--- src/rtl/iic_read8.sv ---
// I2C master read-byte engine: shifts in eight data bits on SCL high centres,
// drives the ACK/NACK bit, then hands the received byte to the controller.
module iic_read8 (
  input  logic       clk,
  input  logic       rst_n,
  input  logic       en,
  input  logic       state,
  input  logic       scl_hs,
  input  logic       scl_ls,
  input  logic       scl_lc,
  input  logic       sda_in,
  input  logic       nack,
  output logic       sdar,
  output logic       sdalink,
  output logic [7:0] rd_data,
  output logic       data_valid,
  output logic       next_state_sig
);

  typedef enum logic [2:0] {
    IDLE,
    RECV,
    ACK_WAIT,
    ACK_DRIVE,
    DONE
  } state_t;

  state_t     fsm_q, fsm_d;
  logic [3:0] bcnt_q, bcnt_d;
  logic [7:0] shreg_q, shreg_d;
  logic [7:0] rd_data_d;
  logic       sdar_d, sdalink_d, data_valid_d, next_state_sig_d;

  // Only the highest-priority strobe of a cycle is acted on (ls > hs > lc)
  logic hs_eff, lc_eff;
  assign hs_eff = scl_hs & ~scl_ls;
  assign lc_eff = scl_lc & ~scl_ls & ~scl_hs;

  // Next-state and next-output logic; everything holds unless a step fires
  always_comb begin
    fsm_d            = fsm_q;
    bcnt_d           = bcnt_q;
    shreg_d          = shreg_q;
    rd_data_d        = rd_data;
    sdar_d           = sdar;
    sdalink_d        = sdalink;
    data_valid_d     = 1'b0;
    next_state_sig_d = next_state_sig;

    case (fsm_q)
      IDLE: begin
        bcnt_d    = 4'd0;
        shreg_d   = 8'h00;
        sdalink_d = 1'b0;
        sdar_d    = 1'b0;
        if (state) begin
          fsm_d = RECV;
        end
      end

      RECV: begin
        if (state && hs_eff) begin
          shreg_d = {shreg_q[6:0], sda_in};
          bcnt_d  = bcnt_q + 4'd1;
          if (bcnt_q == 4'd7) begin
            fsm_d = ACK_WAIT;
          end
        end
      end

      ACK_WAIT: begin
        if (state && lc_eff) begin
          sdalink_d = 1'b1;
          sdar_d    = nack;
          fsm_d     = ACK_DRIVE;
        end
      end

      ACK_DRIVE: begin
        if (state && scl_ls) begin
          sdalink_d        = 1'b0;
          sdar_d           = 1'b0;
          rd_data_d        = shreg_q;
          data_valid_d     = 1'b1;
          next_state_sig_d = 1'b1;
          fsm_d            = DONE;
        end
      end

      DONE: begin
        sdalink_d        = 1'b0;
        next_state_sig_d = 1'b1;
      end

      default: begin
        fsm_d = IDLE;
      end
    endcase
  end

  // State register; en acts as a synchronous clear above all other inputs
  always_ff @(posedge clk or negedge rst_n) begin
    if (!rst_n) begin
      fsm_q          <= IDLE;
      bcnt_q         <= 4'd0;
      shreg_q        <= 8'h00;
      rd_data        <= 8'h00;
      sdar           <= 1'b0;
      sdalink        <= 1'b0;
      data_valid     <= 1'b0;
      next_state_sig <= 1'b0;
    end else if (en) begin
      fsm_q          <= IDLE;
      bcnt_q         <= 4'd0;
      shreg_q        <= 8'h00;
      rd_data        <= 8'h00;
      sdar           <= 1'b0;
      sdalink        <= 1'b0;
      data_valid     <= 1'b0;
      next_state_sig <= 1'b0;
    end else begin
      fsm_q          <= fsm_d;
      bcnt_q         <= bcnt_d;
      shreg_q        <= shreg_d;
      rd_data        <= rd_data_d;
      sdar           <= sdar_d;
      sdalink        <= sdalink_d;
      data_valid     <= data_valid_d;
      next_state_sig <= next_state_sig_d;
    end
  end

endmodule

--- config.mk ---
export PLATFORM = sky130hd
export DESIGN_NAME = iic_read8
export DESIGN_NICKNAME = d
export VERILOG_FILES = /design/src/rtl/iic_read8.sv
export SDC_FILE = /design/constraint.sdc
export NUM_CORES = 1
export LEC_CHECK = 0
export BUFFER_PORTS_ARGS = -buffer_cell sky130_fd_sc_hd__buf_2
export CAP_MARGIN = 20
export CORE_AREA = 2 2 56 58
export CTS_BUF_LIST = sky130_fd_sc_hd__clkbuf_4
export DETAILED_ROUTE_END_ITERATION = 8
export DIE_AREA = 0 0 58 60
export PLACE_DENSITY = 0.63
export SETUP_SLACK_MARGIN = 0.4
export SLEW_MARGIN = 20
export SYNTH_ARGS = -nofsm -noshare
export SYNTH_HDL_FRONTEND = slang
export SYNTH_SLANG_ARGS = --single-unit
--- constraint.sdc ---
create_clock -name clk -period 1.9 [get_ports clk]
set_input_delay 0 -clock clk [delete_from_list [all_inputs] [get_ports clk]]
set_output_delay 0 -clock clk [all_outputs]
set_load 0.005 [all_outputs]
* Word-level counts from Yosys, hierarchy flattened *
Index checks and enable logic that the tools add are counted.
W data, S select, Z words.

word-level totals
  bits in registers = 27
  latch bits = 0
  memory bits (writable) = 0
  ROM bits = 0
  bits of input ports = 9
  output and inout port bits = 12
  logic and storage cells = 71
  memories = 0

cells by class
  add/sub/neg operators = 1
  $mul = 0
  divide/modulo/power cells = 0
  magnitude comparators = 0
  eq/ne operators = 11
  shift operators = 0
  mux-type cells = 29
  bitwise gates (word level) = 5
  reductions and logical operators = 17

operators by type and width
  cell                   count
  $mux W8                5
  $mux W3                6
  $pmux W8 S2            1
  $ne A3 B3 Y1 const B   5
  $pmux W3 S5            1
  $mux W1                10
  $mux W4                2
  $pmux W4 S2            1
  $reduce_bool A4 Y1     2
  $eq A3 B2 Y1 const B   2
  $pmux W1 S3            2
  $reduce_and A2 Y1      3
  $reduce_and A3 Y1      2
  $reduce_and A6 Y1      1
  $reduce_bool A3 Y1     2
  $add A4 B1 Y4 const B  1
  $eq A4 B3 Y1 const B   1
  $reduce_bool A2 Y1     2
  $and A1 B1 Y1          3
  $eq A3 B1 Y1 const B   1
  $eq A3 B3 Y1 const B   1
  $logic_and A1 B1 Y1    3
  $logic_not A3 Y1       1
  $ne A2 B2 Y1 const B   1
  other kinds (3)        4

* Logic depth before layout (Yosys ltp) *
Gate-level depths: netlist of run 1.

  depth after elaboration = 7
  depth in mapped cells = 7
  depth with buffers taken out = 4

* Least setup slack after synthesis of run 1 *
Ideal clock, no wire load.

  path kind = register to register
  from = register fsm_q[2]
  to = register bcnt_q[0]
  library setup time = 0.066 ns
  data arrival time = 1.553 ns
  data required time = 1.834 ns
  path slack = 0.281 ns
  stages on the path, launching flop included = 6
  buffers on the path = 2
  clock period less this slack = 1.619 ns
  path through = dfrtp_1 -> clkbuf_1 -> or4b_4 -> buf_6 -> o22ai_4 -> mux2_1

on the way
  word-level cells in the longest chain between the ends = 3
  elaborated cells on any way between the ends = 7
  those cells by class = eq/ne (2); mux (2); reduce/logical (3)

ends and longest elaborated chain
  element                                           RTL line  RTL
  start, declared                                   28        state_t fsm_q, fsm_d;
  start signal, assigned                            122       fsm_q <= fsm_d;
  $eq A3 B1 Y1 or $logic_not A3 Y1 (tied branches)  50        case (fsm_q)
  $pmux W4 S2 (tied with other cells)               50
  $mux W4 or $reduce_and A2 Y1 (tied branches)      -
  end signal, assigned                              123       bcnt_q <= bcnt_d;
  end, declared                                     29        logic [3:0] bcnt_q, bcnt_d;

Several ways; a longest one is shown, not always the timed one.
A chain may end at the register's enable or synchronous reset.

* Worst setup path after layout of run 1 *
  from = register fsm_q[2]
  to = register shreg_q[3]

on the way
  word-level cells in the longest chain between the ends = 3
  elaborated cells on any way between the ends = 7
  those cells by class = eq/ne (2); mux (2); reduce/logical (3)

ends and longest elaborated chain
  element                                           RTL line  RTL
  $eq A3 B1 Y1 or $logic_not A3 Y1 (tied branches)  50
  $pmux W8 S2 (tied with other cells)               50
  $mux W8 or $reduce_and A2 Y1 (tied branches)      -
  end signal, assigned                              124       shreg_q <= shreg_d;
  end, declared                                     30        logic [7:0] shreg_q, shreg_d;

Several ways; a longest one is shown, not always the timed one.

==> results of run 1 <==
## state kept, by name (all words and copies together), names as in the netlist
signal,flops
rd_data,8
shreg_q,8
bcnt_q,4
fsm_q,3
data_valid,1
next_state_sig,1
sdalink,1
sdar,1
## cell usage after synthesis
library cell	instances	area share, %
a21oi_1	3	1.2
a22o_1	9	6.4
a22oi_1	1	0.61
a32o_1	1	0.82
a41oi_1	1	0.72
and3_1	1	0.51
and3b_1	1	0.72
and4b_1	1	0.82
buf_2	2	0.82
buf_4	1	0.61
buf_6	2	1.8
clkbuf_1	3	0.92
dfrtp_1	27	55
ha_1	1	1.0
inv_1	2	0.61
mux2_1	1	0.92
mux2_2	1	0.92
mux2i_1	9	7.4
nand2_1	2	0.61
nand3_1	1	0.41
nand4_1	1	0.51
nand4bb_1	1	0.92
nor2_1	14	4.3
nor2b_1	2	1.0
nor2b_4	1	1.1
nor3_1	2	0.82
nor3b_1	2	1.2
o211ai_1	1	0.61
o21ai_0	5	2.0
o21ai_1	1	0.41
o22ai_4	1	1.6
o31ai_1	2	1.2
or4b_4	1	1.1
## logic make-up after synthesis
| group | share of synthesized area (%) |
|---|---|
| mux | 9.19 |
| fa+ha+maj | 1.02 |
| buf+inv | 4.80 |
| simple gates | 14.1 |
| compound gates | 15.7 |
| flops | 55.2 |
## worst max-delay path, stage by stage, from the launching register on
cell and delay, ps:
dfrtp_2 460, or4b_4 630, nor2b_2 260, a22o_1 180
## final cells by class
| class | instances | share of cell area, % |
|---|---|---|
| Clock buffer | 4 | 2.02 |
| Timing Repair Buffer | 32 | 12.8 |
| Sequential cell | 27 | 45.7 |
| Multi-Input combinational cell | 69 | 36.2 |
| Inverter | 2 | 0.505 |
| Tap cell | 33 | 2.78 |
## routing by layer
| layer | share of wire [%] | wire, um |
|---|---|---|
| met1 | 46 | 1120 |
| met2 | 48 | 1170 |
| met3 | 4.5 | 108 |
| met4 | 0.79 | 19 |
| met5 | 0 | 0 |
## what timing repair did
item / in CTS / in global routing
gates resized for setup: 4 / 5
hold endpoints to repair: 28 / 0
setup endpoints to repair: 14 / 24
pin swaps: 6 / 4
buffers inserted: 3 / 5
hold buffers: 2 / 0
gates cloned: 2 / 1
## placed cells by master, fill, tap and decap left out, drive strengths merged
| master | synthesis | final |
|---|---|---|
| a22o | 9 | 9 |
| dlygate4sd3 | 0 | 2 |
| mux2i | 9 | 9 |
| nand3 | 1 | 1 |
| nand4 | 1 | 1 |
| and3 | 1 | 1 |
| a22oi | 1 | 1 |
| mux2 | 2 | 2 |
| a41oi | 1 | 1 |
| dfrtp | 27 | 27 |
| inv | 2 | 2 |
| nor3 | 2 | 2 |
| a32o | 1 | 1 |
| and3b | 1 | 1 |
| o211ai | 1 | 1 |
| o31ai | 2 | 2 |
| buf | 5 | 29 |
| a21oi | 3 | 3 |
| and4b | 1 | 1 |
| nor3b | 2 | 2 |
| nand4bb | 1 | 1 |
| clkbuf | 3 | 5 |
| ha | 1 | 1 |
| o21ai | 6 | 6 |
| nor2 | 14 | 14 |
| or4b | 1 | 1 |
| nor2b | 3 | 4 |
| nand2 | 2 | 2 |
| o22ai | 1 | 2 |
## power groups by stage
stage          Sequential, mW  Clock (mW)  Combinational, mW
3_3_place_gp            0.591           0             0.0524
4_1_cts                 0.580       0.261             0.0634
2_1_floorplan           0.590           0             0.0335
5_1_grt                 0.580       0.287             0.0763
6_report                0.580       0.250             0.0691
3_5_place_dp            0.591           0             0.0539
## worst paths after layout
path | from | endpoint | slack (ps) | cells after the start
max | fsm_q[2]$_DFFE_PN0P_ | shreg_q[3]$_DFFE_PN0P_ | 300 | 3
min | nack | sdar$_DFFE_PN0P_ | 40 | 3
max reg2reg | fsm_q[2]$_DFFE_PN0P_ | shreg_q[3]$_DFFE_PN0P_ | 300 | 3
min reg2reg | bcnt_q[3]$_DFFE_PN0P_ | bcnt_q[3]$_DFFE_PN0P_ | 490 | 1
max in group asynchronous | rst_n | fsm_q[0]$_DFFE_PN0P_ | 1280 | 2
min in group asynchronous | rst_n | rd_data[7]$_DFFE_PN0P_ | 190 | 2
## metrics by stage
step                      power [mW]  instance area [um^2]  utilization [%]  setup WS [ps]  cells
after global placement         0.643                  1320             45.6            311    150
after global routing           0.944                  1490             51.2            236    167
after detailed placement       0.645                  1320             45.6            267    150
after CTS                      0.905                  1430             49.3            299    161
final                          0.899                  1490             51.2            304    167
after floorplan                0.624                  1240                -            316    104
==> impl_metrics.ini, run 1 <==
[setup_path]
worst-path-max-fanout = 8
crit_arrival_ps = 1850
worstPathRequired_ps = 2160
crit_type = reg2reg
crit_path_end_kind = register
crit_path_start_kind = register

[sta]
fin_skew_ps = 12.1
whs_ps = 38.0
worstMarginPinSlew_ps = 583
slew_violations = 0
setup_viol = 0
finalHoldViolCount = 0
period_share_pct = 84.0
relSlewSlack_pct = 61.1
setup_tns_ps = 0
period_minus_slack_ps = 1600
fmax_mhz = 627
rsz0062_at_grt = true

[synth]
syn_area_um2 = 1220
synthesis.nets = 114
syn_area_per_cell_um2 = 11.8
synth_cells = 104
yosysSeqAreaShare_pct = 55.2
ys_ff_latch = 27
yosys_warnings = 0
yosysUniqueCellTypes = 33

[detailed_routing]
route.detailed.drc = 0
antenna_left = 0
wire_per_inst_um = 14.5
vias = 914
drtIter0Drc = 22
via_per_inst = 5.47
drtPass1Iterations = 4
detail_route.wirelength_mm = 2.42

[global_routing]
grt_util_met2_pct = 25.2
grt_pass1_wl_mm = 3.97
grt_overflow = 0
grt_pass1_vias = 826
use_met1_pct = 19.7
top_usage_layer = met2
antenna_found_initial = 0
use_met3_pct = 4.55
track_usage_pct = 15.1
grt_max_degree = 28

[cells_and_area]
n_antenna_cell = 0
seq_area_um2 = 679
multiInputGateArea_um2 = 539
area.growth.synth_to_final_pct = 21.5
fillers = 272
drive_above_1_share_pct = 34.3
fin_nets = 145

[power]
max-vdd-ir-drop_mv = 0.504
intPower_uw = 700
switchingPower_uw = 198
seqPwrFrac_pct = 64.5
p_leak_nw = 0.708
sw_frac_of_total_pct = 22.1
power_density_nw_per_um2 = 604
p_comb_share_pct = 7.7
power_frac_clock_pct = 27.8

[cts]
cts_buffers = 3
clk_pin_slew_worst_paths_ps = 140
clock-root-buffer = clkbuf_4
cts_sinks = 27
clkLatencyLatePin_ps = 320
cts_tree = done
cts_max_level = 1
clk_path_buf_depth = 2

[placement]
gp_congestion = 0.702
place_hpwl_mm = 1.56
port_buffers = 20

[die]
design.core.area_um2 = 2900
dieHeight_um = 60
ios = 21
dieArea_um2 = 3480
rows = 20
start_util_pct = 42.2
die_x_um = 58

[worst_hold_path]
hp-class = in2reg

[run_status]
status = finished clean

[run]
drv_cap = 0
No activity file was read; power rests on OpenSTA's default activity.
==> run 2, diff against run 1 <==
Settings changed: ABC_AREA from default to 1, CORE_AREA 2 2 56 58 to 2 2 57 59, DIE_AREA 0 0 58 60 to 0 0 59 61, PLACE_DENSITY 0.63 to 0.65.
Clock period 1.9 ns to 1.4 ns, I/O delays scaled along.
==> run 2 against run 1 <==
Compared with the run above: non-clock buffer count up 14; hold slack better by 15 ps; sequential power rose by 59%; critical endpoint is now shreg_q[4]$_DFFE_PN0P_; flip-flop and latch count unchanged; critical path type unchanged; worst setup slack worse by 280 ps; combinational power rose to 15 times the previous value; final cell count is 40% higher.
==> impl_metrics.ini, run 2 <==
[run_status]
status = finished clean

[sta]
worstMarginPinSlew_ps = 617
setup_tns_ps = 0
slew_violations = 0
fin_skew_ps = 0.576
setup_viol = 0
period_minus_slack_ps = 1370
period_share_pct = 98.0
fmax_mhz = 729
relSlewSlack_pct = 58.8
finalHoldViolCount = 0
rsz0062_at_grt = true

[placement]
port_buffers = 20
place_hpwl_mm = 1.88
gp_congestion = 0.840
dp.cells = 205

[global_routing]
use_met3_pct = 2.56
track_usage_pct = 19.6
grt_util_met2_pct = 33.8
grt_pass1_vias = 1184
use_met1_pct = 24.8
grt_overflow = 0
top_usage_layer = met2
grt_pass1_wl_mm = 5.22
antenna_found_initial = 0
grt_max_degree = 28

[cells_and_area]
fillers = 242
fin_cells = 234
final_cell_mix = dfrtp_1, buf_2, nand3_2
drive_above_1_share_pct = 50.2
layout_commonest_cell = dfrtp_1
fin_nets = 212
area.growth.synth_to_final_pct = 51.7
n_antenna_cell = 0
top_regs = rd_data x8, shreg_q x8, bcnt_q x4

[power]
max-vdd-ir-drop_mv = 0.614
p_leak_nw = 0.908
power_density_nw_per_um2 = 1200

[die]
dieArea_um2 = 3600
rows = 20
die_x_um = 59
design.core.area_um2 = 2950
dieHeight_um = 61
ios = 21
start_util_pct = 43.0

[detailed_routing]
antenna_left = 0
route.detailed.drc = 0
detail_route.wirelength_mm = 3.69
wire_per_inst_um = 15.8
vias = 1258
drtPass1Iterations = 4
drtIter0Drc = 63
via_per_inst = 5.38

[synth]
syn_area_um2 = 1270
async_reset_ff_share_pct = 100
synth_area_leaders = dfrtp_1, nand3_1, o21ai_0
synth_top_flop_cell = dfrtp_1
synth_commonest_cells = nand3_1, dfrtp_1, nand2_1, inv_1, o21ai_0
synth.most_common_cell = nand3_1
yosysUniqueCellTypes = 18
yosys_warnings = 0
syn_area_per_cell_um2 = 8.30
synth_cells = 153
synth_edf_count = 0
yosysSeqAreaShare_pct = 53.2
yosys.area.top_type_share_pct = 53.2
yosysTopAreaCell = dfrtp_1
synthesis.nets = 163
ys_ff_latch = 27

[setup_path]
crit_arrival_ps = 1650
crit_path_end_kind = register
worstPathRequired_ps = 1680
crit_path_start_kind = register
worst-path-max-fanout = 7
crit_type = reg2reg

[cts]
cts_buffers = 3
clock-root-buffer = clkbuf_4
cts_sinks = 27
clk_path_buf_depth = 2
clkLatencyLatePin_ps = 340
cts_max_level = 1
clk_pin_slew_worst_paths_ps = 160
cts_tree = done

[worst_hold_path]
hp-class = in2reg

[run]
drv_cap = 0
run 2: stage by stage:
stage | setup slack, ps | util [%] | power (mW) | hold slack [ps] | instance area [um^2]
final | 28.2 | 65.3 | 2.32 | 53.4 | 1930
after global routing | -17.5 | 65.3 | 2.44 | 35.5 | 1930
after CTS | 145 | 57.5 | 1.96 | 20.4 | 1700
after detailed placement | 46.5 | 48.4 | 1.41 | 46.4 | 1430
after global placement | 98.6 | 48.4 | 1.39 | 39.2 | 1430
after floorplan | 281 | - | 1.28 | -296 | 1300
run 2: metal layers:
metal	part of all wire [%]	wire (um)
met2	51	1890
met4	2.0	73
met5	0	0
met1	43	1570
met3	4.1	151
run 2: what timing repair did:
action                                 4_1_cts  5_1_grt
cloned                                       2        1
pin swaps                                    9       12
setup endpoints to repair                   27       27
buffers inserted                            10        8
hold buffers                                 4        0
resized for setup                           25       50
endpoints found under the hold margin       30        0
run 2: power by group:
part / internal, mW / leakage, nW / switching (mW)
clock network: 0.117 / 0.0183 / 0.264
logic: 0.464 / 0.521 / 0.552
registers: 0.844 / 0.369 / 0.0789
total: 1.42 / 0.908 / 0.895
run 2: critical path: stages (launching register included):
cell     delay, ps
dfrtp_2        500
o21ai_1        210
nand3_1        140
nand2_2        160
buf_6          160
nand3_2         60
o21ai_1         80
run 2: final timing paths:
kind / from / endpoint / slack [ps] / cells past startpoint
setup / recovery: fsm_q[1]$_DFFE_PN0P_ / shreg_q[4]$_DFFE_PN0P_ / 30 / 6
hold / removal: scl_ls / next_state_sig$_DFFE_PN0P_ / 50 / 3
setup reg to reg: fsm_q[1]$_DFFE_PN0P_ / shreg_q[4]$_DFFE_PN0P_ / 30 / 6
hold reg to reg: sdalink$_DFFE_PN0P_ / sdalink$_DFFE_PN0P_ / 510 / 2
max in group asynchronous: rst_n / fsm_q[2]$_DFFE_PN0P_ / 790 / 2
min in group asynchronous: rst_n / rd_data[7]$_DFFE_PN0P_ / 180 / 2
run 2: cell type report:
type,count,area [um^2],share of cell area (%)
clock buffers,3,22.5,1.17
clock inverters,1,8.76,0.455
inverters,21,81.3,4.22
multi-input cells,103,746,38.7
flip-flops and latches,27,679,35.3
well taps,33,41.3,2.14
repair buffers,46,348,18.1
run 2: kinds of logic (layout without fill, tap and decap cells):
logic type,count (synthesis),in the layout,synth area share [%]
buffers and inverters,25,71,8.08
xor gates and xnor gates,2,2,1.38
DFF,27,27,53.2
AOI/OAI and AO/OA,29,29,11.6
and+or+nand+nor,69,71,24.7
adders and majority gates,1,1,0.985
==> run 3, diff against run 2 <==
Settings changed: ABC_AREA 1 to default, CORE_AREA 2 2 57 59 to 2 2 56 58, DIE_AREA 0 0 59 61 to 0 0 58 60.
==> run 3 against run 2 <==
Compared with the run above: the run now ends with setup timing left; fmax shrank 12%; clock power fell by 1%; flip-flop and latch count unchanged; die area fell by 3.3%; register-to-register slack got worse by 190 ps; clock-buffer cell count stayed put.
==> impl_metrics.ini, run 3 (synthesized netlist as in run 1, its figures left out) <==
[global_routing]
grt_max_degree = 28
grt_overflow = 0
antenna_found_initial = 0
use_met3_pct = 2.60
grt_pass1_wl_mm = 4.50
track_usage_pct = 17.2
grt_pass1_vias = 969
grt_util_met2_pct = 30.2
use_met1_pct = 21.1
top_usage_layer = met2

[power]
power_density_nw_per_um2 = 763
max-vdd-ir-drop_mv = 0.509
p_leak_nw = 0.785

[worst_hold_path]
min_path_cells = 3
hp-class = in2reg

[cells_and_area]
drive_above_1_share_pct = 43.4
n_antenna_cell = 0
fin_nets = 156
final_cell_mix = dfrtp_1, buf_2, nor2_1
top_regs = rd_data x8, shreg_q x8, bcnt_q x4
fillers = 254
layout_commonest_cell = dfrtp_1
area.growth.synth_to_final_pct = 37.7

[die]
dieArea_um2 = 3480
start_util_pct = 42.2
dieHeight_um = 60
design.core.area_um2 = 2900
ios = 21
die_x_um = 58
rows = 20

[sta]
fmax_mhz = 639
slew_violations = 0
finalHoldViolCount = 0
setup_viol = 22
whs_ps = 16.3
setup_tns_ps = -2380
fin_skew_ps = 3.34
timing.final.ws_setup_ps = -164
period_share_pct = 112
relSlewSlack_pct = 60.8
rsz0062_at_grt = true
period_minus_slack_ps = 1560
worstMarginPinSlew_ps = 587

[setup_path]
crit_type = reg2reg
crit_path_start_kind = register
worstPathRequired_ps = 1700
worst-path-max-fanout = 10
crit_path_end_kind = register
worst_r2r_path_depth = 4
crit_arrival_ps = 1860

[detailed_routing]
detail_route.wirelength_mm = 2.67
drtPass1Iterations = 4
via_per_inst = 5.38
wire_per_inst_um = 15.0
drtIter0Drc = 13
vias = 958
antenna_left = 0
route.detailed.drc = 0

[placement]
gp_congestion = 0.762
pre_cts_slack_ps = -123
port_buffers = 20
place_hpwl_mm = 1.73

[cts]
cts_sinks = 27
clock-root-buffer = clkbuf_4
cts_tree = done
clk_path_buf_depth = 2
cts_buffers = 3
cts_max_level = 1
clkLatencyLatePin_ps = 350
clk_pin_slew_worst_paths_ps = 160

[run_status]
status = finished with violations
violations = setup timing

[run]
drv_cap = 0
run 3: cell count changes in the layout (fill, tap and decap cells not counted), moves of 4 or more:
cell / previous run / this run
nand3_2: 19 / 0
nand2_1: 15 / 2
inv_1: 14 / 2
o21ai_1: 17 / 5
nand3_1: 10 / 0
a22o_1: 0 / 9
mux2i_1: 0 / 8
nor2_1: 6 / 14
nand2_2: 7 / 0
inv_2: 6 / 0
nor2_4: 5 / 0
a21oi_1: 4 / 0
o21ai_2: 4 / 0
run 3: power by group:
group	switching, mW	internal, mW	leakage, nW
registers	0.00296	0.783	0.376
clock network	0.259	0.117	0.0183
logic	0.0692	0.0562	0.391
total	0.331	0.956	0.785
run 3: final cells by class:
type / count / area [um^2] / share of cell area, %
tap: 33 / 41.3 / 2.45
clock buffer: 3 / 22.5 / 1.34
timing repair buffer: 44 / 327 / 19.4
sequential: 27 / 676 / 40.1
clock inverter: 1 / 8.76 / 0.519
multi-input combinational: 68 / 604 / 35.8
inverter: 2 / 7.51 / 0.445
run 3: final timing paths:
path	slack, ps	from	endpoint
worst max-delay path	-160	fsm_q[1]$_DFFE_PN0P_	shreg_q[3]$_DFFE_PN0P_
worst min-delay path	20	nack	sdar$_DFFE_PN0P_
worst max register to register	-160	fsm_q[1]$_DFFE_PN0P_	shreg_q[3]$_DFFE_PN0P_
worst min register to register	490	bcnt_q[3]$_DFFE_PN0P_	bcnt_q[3]$_DFFE_PN0P_
max in group asynchronous	860	rst_n	fsm_q[1]$_DFFE_PN0P_
min in group asynchronous	160	rst_n	next_state_sig$_DFFE_PN0P_
run 3: what timing repair did:
action / 4_1_cts / 5_1_grt
hold endpoints to repair: 38 / 0
hold buffers: 3 / 0
gates cloned: 2 / 0
resized for setup: 13 / 12
endpoints found under the setup margin: 27 / 27
pin swaps: 5 / 12
setup buffers: 6 / 2
run 3: routing by layer:
metal / share of wire, % / vias to the layer above
met4: 1.7 / 0
li1: - / 465
met5: 0 / -
met1: 42 / 473
met3: 2.8 / 6
met2: 53 / 14
run 3: worst max-delay path, stage by stage (launching register included):
cell     delay, ps
dfrtp_1        420
or4b_4         640
nor2b_4        180
buf_12         130
a22o_1         140
run 3: stage by stage:
step / util, % / std cells / area [um^2] / power [mW]
5_1_grt: 58.1 / 178 / 1690 / 1.34
3_5_place_dp: 49.4 / 161 / 1440 / 0.891
3_3_place_gp: 49.4 / 161 / 1440 / 0.890
4_1_cts: 55.3 / 176 / 1610 / 1.29
2_1_floorplan: - / 104 / 1260 / 0.847
6_report: 58.1 / 178 / 1690 / 1.29
